### src/rtl/dec_chain_if.sv
// Handshake bundle between the control/register logic and the decade-chain
// run/stop controller.
//   master : drives start/pause/clear commands, BCD target and auto_reload;
//            observes count, digit_en, busy, done, err.
//   slave  : the controller side (dec_chain_ctrl).
interface dec_chain_if #(
   parameter int NUM_DIGITS = 3
);
   logic                    start;
   logic                    pause;
   logic                    clear;
   logic [4*NUM_DIGITS-1:0] target;
   logic                    auto_reload;
   logic [4*NUM_DIGITS-1:0] count;
   logic [NUM_DIGITS-1:0]   digit_en;
   logic                    busy;
   logic                    done;
   logic                    err;

   modport master (
      output start, pause, clear, target, auto_reload,
      input  count, digit_en, busy, done, err
   );

   modport slave (
      input  start, pause, clear, target, auto_reload,
      output count, digit_en, busy, done, err
   );
endinterface

### src/rtl/dec_chain_ctrl.sv
// Run/stop controller for a cascade of BCD decade digit counters.
// Counts from a prescaled tick, produces per-digit enable/carry strobes,
// and stops (or wraps to zero) at a programmable BCD target.
// Ports:
//   clk    : system clock, all state changes on the rising edge
//   reset  : synchronous active-high reset, overrides every other input
//   bus    : dec_chain_if.slave
//            start/pause/clear : level commands, priority clear > pause > start
//            target            : BCD terminal value, digit 0 in bits [3:0]
//            auto_reload       : 1 = wrap to 0 at target and keep running
//            count             : current BCD chain value
//            digit_en          : per-digit enable strobes on tick cycles
//            busy              : high in RUN and PAUSE
//            done              : one-cycle pulse on the tick that hits target
//            err               : sticky, start rejected for a non-BCD target
module dec_chain_ctrl #(
   parameter int NUM_DIGITS = 3,
   parameter int PRESCALE   = 4
) (
   input logic        clk,
   input logic        reset,
   dec_chain_if.slave bus
);

   localparam int         CW      = 4 * NUM_DIGITS;
   localparam logic [15:0] PS_LAST = 16'(PRESCALE - 1);

   typedef enum logic [1:0] {IDLE, RUN, PAUSE, DONE} state_t;

   state_t                state;
   logic [CW-1:0]         count_q;
   logic [CW-1:0]         target_q;
   logic [15:0]           presc;
   logic                  err_q;

   logic                  tick;
   logic                  at_target;
   logic                  start_ok;
   logic [NUM_DIGITS-1:0] nines_below;
   logic [NUM_DIGITS-1:0] den;
   logic [CW-1:0]         count_inc;

   function automatic logic bcd_valid(input logic [CW-1:0] v);
      logic ok;
      ok = 1'b1;
      for (int i = 0; i < NUM_DIGITS; i++) begin
         if (v[4*i +: 4] > 4'd9) ok = 1'b0;
      end
      return ok;
   endfunction

   // Advance every enabled digit; an enabled 9 rolls over to 0.
   function automatic logic [CW-1:0] bcd_inc(input logic [CW-1:0]         v,
                                              input logic [NUM_DIGITS-1:0] en);
      logic [CW-1:0] r;
      r = v;
      for (int i = 0; i < NUM_DIGITS; i++) begin
         if (en[i]) r[4*i +: 4] = (v[4*i +: 4] == 4'd9) ? 4'd0 : v[4*i +: 4] + 4'd1;
      end
      return r;
   endfunction

   // nines_below[i] is the carry into digit i: all lower digits sit at 9.
   always_comb begin
      nines_below    = '0;
      nines_below[0] = 1'b1;
      for (int i = 1; i < NUM_DIGITS; i++) begin
         nines_below[i] = nines_below[i-1] & (count_q[4*(i-1) +: 4] == 4'd9);
      end
   end

   // A tick only fires in RUN when no higher-priority command claims the cycle.
   assign tick      = !reset && (state == RUN) && !bus.clear && !bus.pause && (presc == PS_LAST);
   assign at_target = (count_q == target_q);
   assign den       = {NUM_DIGITS{tick & ~at_target}} & nines_below;
   assign count_inc = bcd_inc(count_q, den);
   assign start_ok  = bcd_valid(bus.target);

   always_ff @(posedge clk) begin
      if (reset) begin
         state    <= IDLE;
         count_q  <= '0;
         target_q <= '0;
         presc    <= '0;
         err_q    <= 1'b0;
      end else if (bus.clear) begin
         state   <= IDLE;
         count_q <= '0;
         presc   <= '0;
         err_q   <= 1'b0;
      end else begin
         case (state)
            RUN: begin
               if (bus.pause) begin
                  state <= PAUSE;
               end else begin
                  presc <= (presc == PS_LAST) ? 16'd0 : presc + 16'd1;
                  if (tick) begin
                     if (!at_target)          count_q <= count_inc;
                     else if (bus.auto_reload) count_q <= '0;
                     else                      state   <= DONE;
                  end
               end
            end
            PAUSE: begin
               // Resume keeps the latched target and the prescaler phase.
               if (!bus.pause && bus.start) state <= RUN;
            end
            default: begin  // IDLE, DONE
               if (!bus.pause && bus.start) begin
                  if (!start_ok) begin
                     err_q <= 1'b1;
                  end else begin
                     target_q <= bus.target;
                     presc    <= '0;
                     state    <= RUN;
                     if (state == DONE) count_q <= '0;
                  end
               end
            end
         endcase
      end
   end

   assign bus.count    = count_q;
   assign bus.digit_en = den;
   assign bus.busy     = (state == RUN) || (state == PAUSE);
   assign bus.done     = tick & at_target;
   assign bus.err      = err_q;

endmodule

### src/flat_wrapper.sv
// flat-port wrapper written by rule: the top's interface ports become plain ports
module dec_chain_ctrl_flat 
#(
   parameter int NUM_DIGITS = 3,
   parameter int PRESCALE   = 4
)
  (clk, reset, bus_start, bus_pause, bus_clear, bus_target, bus_auto_reload, bus_count, bus_digit_en, bus_busy, bus_done, bus_err);
  dec_chain_if #(.NUM_DIGITS(NUM_DIGITS)) bus_i ();
  input logic clk;
  input logic reset;
  input wire logic [$bits(bus_i.start)-1:0] bus_start;
  input wire logic [$bits(bus_i.pause)-1:0] bus_pause;
  input wire logic [$bits(bus_i.clear)-1:0] bus_clear;
  input wire logic [$bits(bus_i.target)-1:0] bus_target;
  input wire logic [$bits(bus_i.auto_reload)-1:0] bus_auto_reload;
  output wire logic [$bits(bus_i.count)-1:0] bus_count;
  output wire logic [$bits(bus_i.digit_en)-1:0] bus_digit_en;
  output wire logic [$bits(bus_i.busy)-1:0] bus_busy;
  output wire logic [$bits(bus_i.done)-1:0] bus_done;
  output wire logic [$bits(bus_i.err)-1:0] bus_err;
  assign bus_i.start = bus_start;
  assign bus_i.pause = bus_pause;
  assign bus_i.clear = bus_clear;
  assign bus_i.target = bus_target;
  assign bus_i.auto_reload = bus_auto_reload;
  assign bus_count = bus_i.count;
  assign bus_digit_en = bus_i.digit_en;
  assign bus_busy = bus_i.busy;
  assign bus_done = bus_i.done;
  assign bus_err = bus_i.err;
  dec_chain_ctrl #(.NUM_DIGITS(NUM_DIGITS), .PRESCALE(PRESCALE)) u_core (.clk(clk), .reset(reset), .bus(bus_i));
endmodule
### config.mk
export PLATFORM = sky130hd
export DESIGN_NAME = dec_chain_ctrl_flat
export DESIGN_NICKNAME = d
export VERILOG_FILES = /design/src/rtl/dec_chain_if.sv /design/src/rtl/dec_chain_ctrl.sv /design/src/flat_wrapper.sv
export SDC_FILE = /design/constraint.sdc
export NUM_CORES = 1
export LEC_CHECK = 0
export CAP_MARGIN = 30
export CELL_PAD_IN_SITES_DETAIL_PLACEMENT = 2
export CELL_PAD_IN_SITES_GLOBAL_PLACEMENT = 2
export CORE_MARGIN = 2
export CORE_UTILIZATION = 35
export DETAILED_ROUTE_END_ITERATION = 10
export GPL_ROUTABILITY_DRIVEN = 0
export HOLD_SLACK_MARGIN = 0.1
export PLACE_DENSITY = 0.95
export SYNTH_ARGS = -nofsm -noshare
export SYNTH_HDL_FRONTEND = slang
export SYNTH_SLANG_ARGS = --single-unit
### constraint.sdc
create_clock -name clk -period 4.2 [get_ports clk]
set_clock_uncertainty 0.15 [all_clocks]
set_input_delay 0.42 -clock clk [delete_from_list [all_inputs] [get_ports clk]]
set_output_delay 0.42 -clock clk [all_outputs]
set_load 0.02 [all_outputs]
==> run_results.csv <==
group,metric,value,unit
grt,met2_usage,0.4442,
timing,setup_viol,0,
grt,track_usage,0.2303,
power,irDropWorstVdd,0.0001154,V
detailed_routing,firstDrtPassIters,4,
worst_hold_path,worstHoldPathType,"reg -> reg",
cts,cts_made_buffers,5,
detailed_routing,vias,2319,
timing,clock.fmax,0.2856,GHz
worst_setup_path,arrival,2.93,ns
cts,cts_tree,"built",
timing,period_minus_slack,3.501,ns
logic_synthesis,seq_area_frac_synth,0.3548,
worst_setup_path,cp_slowest_cell,"clkdlybuf4s50_1",
grt,use_met3,0.02938,
cells_and_area,multiInputGateArea,1484,um2
grt,grt_antenna_before_repair,0,
cells_and_area,stdcell_count,405,
worst_hold_path,min_from,"u_core.presc[1]",
outcome,status,"finished, final reports clean",
power,power.switching,195.4,uW
timing,fin_setup_tns,0,ns
worst_setup_path,path_class,"reg -> out",
cells_and_area,fillCellCount,778,
worst_setup_path,worstSetupEndpointType,"primary output",
cts,clock_latency,0.30,ns
power,seq_power_share,0.548,
worst_setup_path,critPathLaunch,"u_core.state[0]",
worst_setup_path,max_stage_delay,0.66,ns
logic_synthesis,yosysUniqueCellTypes,49,
grt,busiest_layer,"met2",
logic_synthesis,syn_area,2426,um2
timing,min_period_over_period,0.8335,
power,p_int,556.4,uW
grt,grt_max_degree,16,
placement,placed_cell_area,2882,um2
cts,clkTransAtPathRegs,0.08,ns
cells_and_area,final_cell_mix,"43 x dfxtp_1, 39 x nor2_1, 35 x clkdlybuf4s50_1",
placement,dpl.cell_count,397,
worst_setup_path,r2r-start,"u_core.state[0]",
grt,gr-total-overflow,0,
detailed_routing,viasPerCell,5.726,
cells_and_area,nets,352,
logic_synthesis,synth_ff_type,"dfxtp_1",
worst_setup_path,critical_path.cell_chain,"ha_1 > nand2_1 > or3_1 > nor4_1 > clkdlybuf4s50_1",
worst_setup_path,worst-path-max-fanout,13,
timing,worst_pin_slew,0.7851,ns
timing,final-hold-violation-count,0,
cts,cts_max_path_buffers,2,
worst_setup_path,cp-start-kind,"flop",
detailed_routing,drtIter0Drc,64,
detailed_routing,drc,0,
flow_run,cap_violations,0,
cells_and_area,seq_area,860.8,um2
die,row_count,30,
grt,grt_pass1_vias,2651,
logic_synthesis,synthArstFlopShare,0,
cts,cts.repair.resized,0,
cts,cts_setup_buffers,0,
die,die_h,87.26,um
placement,portBuffers,35,
power,clkPwrFrac,0.359,
timing,slew_violations,0,
logic_synthesis,synth_fp_nets,314,
cts,cts.sinks,43,
die,die_w,87.26,um
die,die_area,7613,um2
logic_synthesis,ys_warn_count,0,
cells_and_area,final_common_cell,"dfxtp_1",
cells_and_area,area_growth,22.12,%
worst_setup_path,cp.required,3.63,ns
power,comb_power_share,0.093,
power,power_density,253.7,nW/um2
die,start_util,0.3591,
placement,dp_hpwl,6.320,mm
timing,relSlewSlack,0.4722,
grt,grt_pass1_wl,13.53,mm
die,pin_count,36,
logic_synthesis,syn_avg_cell_area,8.483,um2
cells_and_area,antenna_cells,0,
logic_synthesis,synth_seq_cells,43,
die,fp.coreArea,6756,um2
detailed_routing,drt_wl_total,8.223,mm
timing,rsz0062_at_grt,"false",
power,power.share.switching,0.2599,
grt,use_met1,0.2548,
cells_and_area,layout-drive-gt1-share,0.07077,
logic_synthesis,synth_edf_count,0,
logic_synthesis,synthCells,286,
cells_and_area,design_area,2963,um2
timing,holdWs,0.3547,ns
detailed_routing,antenna_left,0,
cts,cts_hold_buf,0,
detailed_routing,post_drt_wl_per_cell,20.30,um
cts,root_buffer,"clkbuf_8",
cts,cts_max_level,2,
power,p_leak,0.0009803,uW
logic make-up (layout without fill, tap and decap cells):
family	count (synthesis)	in the layout	synth area share
compound gates	50	50	0.1403
xor+xnor	25	25	0.09025
fa+ha+maj	10	10	0.05157
buf+inv	21	60	0.03610
flops	43	43	0.3548
mux	15	15	0.06240
simple gates	122	122	0.2646
power by group through the flow:
| stage | clock network (uW) | registers [uW] | logic [uW] |
|---|---|---|---|
| 6_report | 270 | 412 | 70.1 |
| 5_1_grt | 289 | 413 | 75.2 |
| 4_1_cts | 272 | 412 | 69.8 |
| 3_5_place_dp | 0 | 422 | 69.1 |
| 3_3_place_gp | 0 | 421 | 65.7 |
| 2_1_floorplan | 0 | 421 | 31.7 |
Yosys cell counts, types with 3 or more instances:
| cell | number | area share |
|---|---|---|
| ha_1 | 10 | 0.052 |
| o41ai_1 | 3 | 0.011 |
| nor3b_1 | 3 | 0.0093 |
| dfxtp_1 | 43 | 0.35 |
| clkbuf_1 | 8 | 0.012 |
| nor4_1 | 4 | 0.010 |
| nor2_1 | 39 | 0.060 |
| o211ai_1 | 4 | 0.012 |
| mux2i_1 | 14 | 0.058 |
| nor3_1 | 13 | 0.027 |
| xnor2_1 | 23 | 0.083 |
| o31ai_1 | 3 | 0.0093 |
| nand2b_1 | 3 | 0.0077 |
| o21ai_0 | 14 | 0.029 |
| or3_1 | 4 | 0.010 |
| nand4_1 | 7 | 0.018 |
| inv_1 | 11 | 0.017 |
| a31oi_1 | 3 | 0.0077 |
| nand3_1 | 11 | 0.023 |
| nand2_1 | 21 | 0.032 |
| a21oi_1 | 9 | 0.019 |
per-stage QoR:
step                      setup WS [ns]    util  total power (uW)
after floorplan                   1.517       -             453.0
after global placement            1.049  0.4265             487.2
after detailed placement         0.9787  0.4265             490.9
after CTS                        0.7251  0.4385             754.4
after global routing             0.5373  0.4385             776.6
final                            0.6992  0.4385             751.7
state kept, by name, summed over array words and instances, names as in the netlist:
signal,count
u_core.bus.err,1
u_core.bus.count,12
u_core.state,2
u_core.target_q,12
u_core.presc,16
metal layers:
metal  wire, um  share of wire
met4        182          0.022
met5          0              0
met2       4303           0.52
met1       3534           0.43
met3        203          0.025
worst paths after layout:
path | slack, ns | endpoint | cells past startpoint
worst max-delay path | 0.70 | bus_digit_en[2] | 5
worst min-delay path | 0.35 | u_core.presc[1] | 2
worst max register to register | 1.07 | u_core.bus.count[3] | 6
worst min register to register | 0.35 | u_core.presc[1] | 2
critical path, delay by kind of cell (launching register included):
| family | cells | cell delay, ns |
|---|---|---|
| buffers and inverters | 1 | 0.66 |
| DFF | 1 | 0.42 |
| adders and majority gates | 1 | 0.54 |
| and+or+nand+nor | 3 | 1.01 |
cell type report:
class                      count  area share
tap                           80     0.03378
sequential                    43      0.2905
clock inverter                 1    0.001689
multi-input combinational    222      0.5008
clock buffer                   7     0.02576
timing repair buffer          41      0.1334
inverter                      11     0.01394
Power figures use the tool's default switching activity.
